$ cat config.mk
export PLATFORM = sky130hd
export DESIGN_NAME = system_watchdog
export DESIGN_NICKNAME = d
export VERILOG_FILES = /design/src/rtl/system_watchdog_pkg.sv /design/src/rtl/system_watchdog.sv
export SDC_FILE = /design/constraint.sdc
export NUM_CORES = 1
export LEC_CHECK = 0
export ABC_AREA = 1
export CAP_MARGIN = 10
export CORE_ASPECT_RATIO = 1.5
export CORE_UTILIZATION = 35
export CTS_CLUSTER_SIZE = 40
export DETAILED_ROUTE_END_ITERATION = 16
export PLACE_DENSITY_LB_ADDON = 0.2
export SLEW_MARGIN = 40
export SYNTH_ARGS = -nofsm -noshare
export SYNTH_HDL_FRONTEND = slang
export SYNTH_SLANG_ARGS = --single-unit
$ cat constraint.sdc
create_clock -name clk -period 2.65 [get_ports clk]
set_input_delay 0.53 -clock clk [delete_from_list [all_inputs] [get_ports clk]]
set_output_delay 0.53 -clock clk [all_outputs]
set_load 0.03 [all_outputs]
$ cat src/rtl/system_watchdog_pkg.sv
// Shared types and sizing helpers for the system watchdog.
// Optional windowed mode is selected in the top with WATCHDOG_WINDOW_EN.
package system_watchdog_pkg;

    typedef enum logic [1:0] {
        ST_IDLE    = 2'd0,
        ST_ARMED   = 2'd1,
        ST_KICK    = 2'd2,
        ST_HOLDOFF = 2'd3
    } wd_state_t;

    // One counter serves the timeout, kick width and holdoff phases.
    function automatic int calc_cnt_w(input int timeout_c, input int kick_c, input int hold_c);
        int m;
        m = timeout_c;
        if (kick_c > m) m = kick_c;
        if (hold_c > m) m = hold_c;
        return $clog2(m + 1);
    endfunction

endpackage

$ cat src/rtl/system_watchdog.sv
// Heartbeat watchdog driving a multi-cycle kick into the system reset controller.
// Define WATCHDOG_WINDOW_EN to treat pets arriving before MIN_PET_CYCLES as a fault.
//
// state   | meaning
// IDLE    | disarmed, waiting for the first pet
// ARMED   | counting cycles since the last pet
// KICK    | kick output high, pulse width down-count
// HOLDOFF | system restarting, pets ignored
module system_watchdog
    import system_watchdog_pkg::*;
#(
    parameter int TIMEOUT_CYCLES = 1_000_000,
    parameter int KICK_CYCLES    = 4,
    parameter int HOLDOFF_CYCLES = 64,
    parameter int MIN_PET_CYCLES = 16,
    parameter int COUNT_W        = 8
) (
    input  logic               clk,
    input  logic               reset,
    input  logic               enable,
    input  logic               pet,
    input  logic               clear_status,
    output logic               kick,
    output logic               timeout_flag,
    output logic               early_pet_flag,
    output logic [COUNT_W-1:0] kick_count,
    output logic               armed
);

    localparam int CNT_W = calc_cnt_w(TIMEOUT_CYCLES, KICK_CYCLES, HOLDOFF_CYCLES);
    localparam logic [CNT_W-1:0] TO_LAST   = CNT_W'(TIMEOUT_CYCLES - 1);
    localparam logic [CNT_W-1:0] KICK_LOAD = CNT_W'(KICK_CYCLES - 1);
    localparam logic [CNT_W-1:0] HOLD_LOAD = CNT_W'(HOLDOFF_CYCLES - 1);
    localparam logic [CNT_W-1:0] EARLY_LIM = CNT_W'(MIN_PET_CYCLES - 1);
`ifdef WATCHDOG_WINDOW_EN
    localparam bit WINDOW_EN = 1'b1;
`else
    localparam bit WINDOW_EN = 1'b0;
`endif

    wd_state_t          r_state;
    wd_state_t          w_state_nxt;
    logic [CNT_W-1:0]   r_cnt;
    logic [CNT_W-1:0]   w_cnt_nxt;
    logic               r_kick;
    logic               r_armed;
    logic               r_timeout_flag;
    logic [COUNT_W-1:0] r_kick_count;
    logic               w_timeout;
    logic               w_early;
    logic               w_enter_kick;

    assign w_timeout = (r_state == ST_ARMED) && enable && !pet && (r_cnt == TO_LAST);
    assign w_early   = WINDOW_EN && (r_state == ST_ARMED) && enable && pet && (r_cnt < EARLY_LIM);

    always_ff @(posedge clk) begin
        if (reset) begin
            r_state <= ST_IDLE;
        end else begin
            r_state <= w_state_nxt;
        end
    end

    always_comb begin
        w_state_nxt = r_state;
        case (r_state)
            ST_IDLE:    if (enable && pet) w_state_nxt = ST_ARMED;
            ST_ARMED: begin
                if (!enable)                    w_state_nxt = ST_IDLE;
                else if (w_timeout || w_early)  w_state_nxt = ST_KICK;
            end
            ST_KICK:    if (r_cnt == '0) w_state_nxt = ST_HOLDOFF;
            ST_HOLDOFF: if (r_cnt == '0) w_state_nxt = ST_IDLE;
            default:    w_state_nxt = ST_IDLE;
        endcase
    end

    // The same counter is loaded with the phase length on entry to KICK and HOLDOFF.
    always_comb begin
        w_cnt_nxt    = '0;
        w_enter_kick = (r_state == ST_ARMED) && (w_state_nxt == ST_KICK);
        case (r_state)
            ST_ARMED: begin
                if (w_enter_kick)                             w_cnt_nxt = KICK_LOAD;
                else if (pet || (w_state_nxt != ST_ARMED))    w_cnt_nxt = '0;
                else                                          w_cnt_nxt = r_cnt + 1'b1;
            end
            ST_KICK:    w_cnt_nxt = (r_cnt == '0) ? HOLD_LOAD : r_cnt - 1'b1;
            ST_HOLDOFF: w_cnt_nxt = (r_cnt == '0) ? '0 : r_cnt - 1'b1;
            default:    w_cnt_nxt = '0;
        endcase
    end

    always_ff @(posedge clk) begin
        if (reset) begin
            r_cnt          <= '0;
            r_kick         <= 1'b0;
            r_armed        <= 1'b0;
            r_timeout_flag <= 1'b0;
            r_kick_count   <= '0;
        end else begin
            r_cnt          <= w_cnt_nxt;
            r_kick         <= (w_state_nxt == ST_KICK);
            r_armed        <= (w_state_nxt == ST_ARMED);
            r_timeout_flag <= w_timeout || (r_timeout_flag && !clear_status);
            if (w_enter_kick && (r_kick_count != '1)) begin
                r_kick_count <= r_kick_count + 1'b1;
            end
        end
    end

`ifdef WATCHDOG_WINDOW_EN
    logic r_early_flag;

    always_ff @(posedge clk) begin
        if (reset) begin
            r_early_flag <= 1'b0;
        end else begin
            r_early_flag <= w_early || (r_early_flag && !clear_status);
        end
    end

    assign early_pet_flag = r_early_flag;
`else
    assign early_pet_flag = 1'b0;
`endif

    assign kick         = r_kick;
    assign timeout_flag = r_timeout_flag;
    assign kick_count   = r_kick_count;
    assign armed        = r_armed;

endmodule

==> flow_metrics.py, run 1 <==
metrics = {
    "synth": {
        "synth_cells": 380,
        "synth_fp_nets": 388,
        "syn_area_um2": 2760,
        "avgSynthCellArea_um2": 7.26,
        "synthFlopType": "dfxtp_1",
        "ys_seq_area_share_pct": 24.0,
        "synth-edff-count": 0,
        "synth_cell_type_count": 40,
        "ys_ff_latch": 33,
        "synth_area_leaders": "dfxtp_1 24%, nand2_1 8.4%, nand3_2 8.3%, inv_1 7.1%, xor2_1 6.4%",
        "synth_top_area_cell": "dfxtp_1",
        "yosys_warnings": 0,
        "synth_top_area_share_pct": 24.0,
        "synthArstFlopShare_pct": 0,
    },
    "setup_path": {
        "critPathArrivalTime_ns": 2.17,
        "worst_setup_path_end_kind": "register",
        "critical_path_class": "reg -> reg",
        "r2r_start": "r_cnt[0]",
        "r2r_cells": 11,
        "required_ns": 2.81,
        "cp-start-kind": "register",
        "cp_max_fo": 22,
        "r2r_setup_slack_ns": 0.64,
        "r2r-end": "r_cnt[0]",
    },
    "timing": {
        "fin_crit_sh_pct": 75.8,
        "fin_crit_ns": 2.01,
        "finalSetupViolCount": 0,
        "clock_skew_ns": 0.00381,
        "rsz0062_at_grt": "false",
        "fmax_mhz": 498,
        "finalSetupTns_ns": 0,
        "hold_viol": 0,
        "slew_viol_final": 0,
    },
    "clock_tree": {
        "cts_tree": "built",
        "cts_inserted_buffers": 5,
        "cts.repair.resized": 0,
        "clk-insertion-delay-late_ns": 0.29,
        "clock_sinks": 33,
        "htreeDepth": 2,
        "cts.reportedPaths.clkPinSlew_ns": 0.06,
        "hold_buffers": 0,
        "cts_setup_buffers": 0,
        "clockBufferDepth": 2,
        "root_buffer": "clkbuf_16",
    },
    "layout": {
        "fill_cells": 834,
        "drive_above_1_share_pct": 22.9,
        "seqCellArea_um2": 661,
        "diodes": 0,
        "multi_input_area_um2": 1720,
        "post-route-util_pct": 40.6,
        "area_delta_synth_final_pct": 12.2,
        "postLayoutCellArea_um2": 3090,
        "nets": 395,
    },
    "floorplanning": {
        "core_area_um2": 7610,
        "start_util_pct": 36.2,
        "boundaryPins": 17,
        "rows": 39,
        "die_w_um": 74.5,
        "die-area_um2": 8250,
        "die_y_um": 111,
    },
    "routing": {
        "num_vias": 2377,
        "dr.pass1.iters": 4,
        "wirelength_mm": 6.84,
        "vias_per_cell": 4.85,
        "wl_per_cell_um": 14.0,
        "drc": 0,
        "drt_first_iter_violations": 90,
        "ant_nets": 0,
    },
    "placement": {
        "gp_congestion": 0.836,
        "portBuffers": 15,
        "dp_hpwl_mm": 5.13,
        "dpl-instance-area_um2": 2900,
    },
    "grt": {
        "grt_first_pass_wirelength_mm": 11.5,
        "grt_pass1_vias": 2410,
        "globalRoute.totalOverflow": 0,
        "grt_max_degree": 24,
        "track_usage_pct": 18.4,
        "antenna_found_initial": 0,
    },
    "hold_path": {
        "hold-path-endpoint": "timeout_flag",
        "hp-start": "timeout_flag",
        "hold_depth": 2,
        "hold_path_class": "reg -> reg",
    },
    "power": {
        "ir_worst_vdd_mv": 0.315,
        "p_leak_nw": 1.26,
        "powerDensity_nw_per_um2": 433,
    },
    "run_status": {
        "status": "complete, no violations",
    },
    "job": {
        "maxCapViolCount": 0,
    },
}
## kinds of logic (layout without fill, tap and decap cells)
group | count (synthesis) | count (layout) | synth area share [%]
and+or+nand+nor | 191 | 191 | 40.2
xor gates and xnor gates | 23 | 23 | 7.85
other | 1 | 1 | 0.136
AOI/OAI and AO/OA | 54 | 54 | 12.7
adders and majority gates | 3 | 3 | 1.36
buffers and inverters | 75 | 83 | 13.8
DFF | 33 | 33 | 24.0
## critical path: stages, from the launching register on
cell and delay (ns):
dfxtp_1 0.33, inv_1 0.15, ha_1 0.31, nand2_4 0.11, nor2_8 0.17, nand3_4 0.14
nand3_1 0.11, nand2_2 0.06, inv_4 0.05, nand2_4 0.22, nand3_1 0.15, a21oi_1 0.07
## metrics by stage
stage	std cells	worst slack (ns)	hold slack [ns]	power (mW)
finish	490	0.640	0.478	1.34
global route	490	0.496	0.506	1.39
CTS	490	0.599	0.492	1.36
detailed placement	482	0.374	0.483	0.573
global placement	482	0.423	0.487	0.573
floorplan	380	0.948	0.564	0.564
## worst max path at each step
| stage | from | to | depth (start not counted) |
|---|---|---|---|
| 2_1_floorplan | r_cnt[0] | r_cnt[6] | 12 |
| 3_3_place_gp | enable | r_cnt[0] | 12 |
| 3_5_place_dp | enable | r_cnt[0] | 12 |
| 4_1_cts | r_cnt[0] | r_cnt[0] | 11 |
| 5_1_grt | r_cnt[0] | r_cnt[0] | 11 |
| 6_report | r_cnt[0] | r_cnt[0] | 11 |
## registers in the layout, indices dropped and copies added, names as in the netlist
name	flops
timeout_flag	1
kick	1
r_cnt	20
armed	1
kick_count	8
r_state	2
## per-layer routing
metal / share of wire (%) / GRT usage (%) / vias to the layer above
li1: - / - / 1234
met1: 41 / 20.4 / 1103
met2: 54 / 33.3 / 29
met3: 2.0 / 3.00 / 11
met4: 2.5 / 7.80 / 0
met5: 0 / 0 / -
## cells in the mapped netlist, drive strengths merged (2+ instances only)
library cell  instances
a21oi                35
buf                  15
dfxtp                33
ha                    3
inv                  58
nand2                71
nand3                44
nand3b                2
nand4                10
nor2                 46
nor3                 15
nor4                  3
o21ai                17
xor2                 22
## layout make-up
cell class | count | share of cell area (%)
clock buffers | 5 | 4.05
clock inverters | 3 | 2.10
inverters | 58 | 7.12
well taps | 102 | 4.13
repair buffers | 17 | 5.74
multi-input cells | 272 | 55.5
flip-flops and latches | 33 | 21.4
## cell usage in the layout (no fill, tap or decap), types with 3 or more instances in the layout
cell type	synthesis	routed
nor2_4	5	5
clkbuf_16	0	5
nand3_1	20	20
inv_1	52	52
nand2_4	4	4
o21ai_1	3	3
nand4_1	9	9
nor2_1	31	31
nor4_1	3	3
o21ai_0	13	13
clkdlybuf4s50_1	0	15
dfxtp_1	33	33
nor2_2	9	9
a21oi_2	19	19
xor2_1	20	20
nand3_2	23	23
ha_1	3	3
inv_2	5	5
nor3_1	13	13
a21oi_1	16	16
nand2_2	5	5
nand2_1	62	62
## where the power goes
| part | internal (mW) | switching, mW |
|---|---|---|
| Sequential | 0.498 | 0.00167 |
| Clock | 0.537 | 0.241 |
| Combinational | 0.0176 | 0.0438 |
| Total | 1.05 | 0.287 |
No activity file was read; power rests on OpenSTA's default activity.
==> run 2, diff against run 1 <==
==> constraint.sdc (replaced) <==
create_clock -name clk -period 1.7 [get_ports clk]
set_input_delay 0.34 -clock clk [delete_from_list [all_inputs] [get_ports clk]]
set_output_delay 0.34 -clock clk [all_outputs]
set_load 0.03 [all_outputs]
==> flow_metrics.py, run 2 (synthesis gave the netlist of run 1 again) <==
metrics = {
    "layout": {
        "drive_above_1_share_pct": 41.1,
        "fill_cells": 805,
        "nets": 457,
        "largest_reg_flops": 20,
        "final_common_cell": "buf_4",
        "diodes": 0,
        "fin_cells": 552,
        "layout_common_cells": "60 x buf_4, 59 x nand2_1, 50 x inv_1",
        "area_delta_synth_final_pct": 34.3,
        "largest-register": "r_cnt",
    },
    "clock_tree": {
        "cts.reportedPaths.clkPinSlew_ns": 0.06,
        "clock_sinks": 33,
        "htreeDepth": 2,
        "cts_tree": "built",
        "clockBufferDepth": 2,
        "hold_buffers": 0,
        "root_buffer": "clkbuf_16",
        "cts_inserted_buffers": 5,
        "clk-insertion-delay-late_ns": 0.29,
    },
    "timing": {
        "fin_crit_sh_pct": 97.5,
        "slew_viol_final": 0,
        "fin_crit_ns": 1.66,
        "finalSetupViolCount": 0,
        "rsz0062_at_grt": "true",
        "fmax_mhz": 603,
        "fin_hold_ws_ns": 0.477,
        "clock_skew_ns": 0.00753,
        "hold_viol": 0,
    },
    "routing": {
        "drt_first_iter_violations": 121,
        "wirelength_mm": 7.62,
        "wl_per_cell_um": 13.8,
        "num_vias": 2649,
        "drc": 0,
        "vias_per_cell": 4.80,
        "dr.pass1.iters": 4,
        "ant_nets": 0,
    },
    "setup_path": {
        "slowest_delay_ns": 0.68,
        "cp_cell_sequence": "clkdlybuf4s50_1",
        "critPathArrivalTime_ns": 1.32,
        "cp_max_fo": 3,
        "critPathTopFamily": "buffers and inverters",
        "worst_setup_path_end_kind": "primary output",
        "crit_buf_inv": 1,
        "cp-start-kind": "register",
        "critical_path_class": "reg -> out",
        "cp_slowest_cell": "clkdlybuf4s50_1",
        "required_ns": 1.36,
    },
    "power": {
        "powerDensity_nw_per_um2": 498,
        "ir_worst_vdd_mv": 0.477,
        "p_leak_nw": 1.64,
    },
    "placement": {
        "dp_hpwl_mm": 6.00,
        "placedCellCount": 540,
        "gp_congestion": 0.896,
        "portBuffers": 15,
    },
    "grt": {
        "grt_first_pass_wirelength_mm": 12.8,
        "use_met2_pct": 37.2,
        "grt_use_met3_pct": 3.09,
        "top_usage_layer": "met2",
        "grt_max_degree": 24,
        "grt_pass1_vias": 2800,
        "track_usage_pct": 20.4,
        "grt_util_met1_pct": 21.4,
        "globalRoute.totalOverflow": 0,
        "antenna_found_initial": 0,
    },
    "job": {
        "maxCapViolCount": 0,
    },
    "floorplanning": {
        "core_area_um2": 7610,
        "rows": 39,
        "die_w_um": 74.5,
        "die-area_um2": 8250,
        "boundaryPins": 17,
        "start_util_pct": 36.2,
        "die_y_um": 111,
    },
    "hold_path": {
        "hold_path_class": "reg -> reg",
    },
    "run_status": {
        "status": "complete, no violations",
    },
}
## run 2: cell count changes in the layout (fill, tap and decap cells not counted), moves of 5 or more
cell	delta
nor2_4	+5
nor2_1	-6
buf_4	+59
dfxtp_2	+13
dfxtp_1	-14
clkdlybuf4s50_1	-8
## run 2: stage by stage
stage          utilization [%]  setup TNS [ns]  setup WS (ns)  power, mW  area [um2]
3_5_place_dp              44.4           -5.45         -0.212      0.929        3380
6_report                  48.6               0         0.0418       1.84        3700
4_1_cts                   46.7               0        0.00249       1.86        3550
2_1_floorplan                -               0         0.0319      0.879        2760
5_1_grt                   48.6         -0.0247        -0.0224       1.89        3700
3_3_place_gp              44.4           -4.93         -0.205      0.929        3380
## run 2: what timing repair did
action	in CTS	in global routing
setup buffers	1	3
endpoints found under the setup margin	30	34
resized for setup	10	43
pin swaps	2	11
## run 2: power by group
part	switching [mW]	internal (mW)
Sequential	0.00143	0.774
Combinational	0.0793	0.0557
Clock	0.389	0.543
## run 2: worst paths after layout
path                 startpoint             to  slack, ns  cells past startpoint
setup / recovery  kick_count[4]  kick_count[4]       0.04                      1
hold / removal     timeout_flag   timeout_flag       0.48                      2
setup reg to reg       r_cnt[0]      r_cnt[16]       0.10                      8
hold reg to reg    timeout_flag   timeout_flag       0.48                      2
## run 2: area by class of cell
type                            instances  area [um2]  area share (%)
Tap cell                              102         128            3.45
Timing Repair Buffer                   79         686            18.5
Clock buffer                            5         125            3.38
Inverter                               58         220            5.95
Sequential cell                        33         681            18.4
Clock inverter                          3        22.5           0.608
Multi-Input combinational cell        272        1840            49.7
## run 2: metal layers
metal	vias up	share of wire, %
li1	1355	-
met1	1237	38
met2	40	56
met3	17	2.0
met4	0	4.2
met5	-	0
==> run 3, diff against run 2 <==
--- a/config.mk
+++ b/config.mk
@@ -6,7 +6,6 @@
 export NUM_CORES = 1
 export LEC_CHECK = 0
 export ABC_AREA = 1
-export CAP_MARGIN = 10
 export CORE_ASPECT_RATIO = 1.5
 export CORE_UTILIZATION = 35
 export CTS_CLUSTER_SIZE = 40
==> results of run 3 <==
No change in the layout: final DEF, timing and power equal those of run 2.
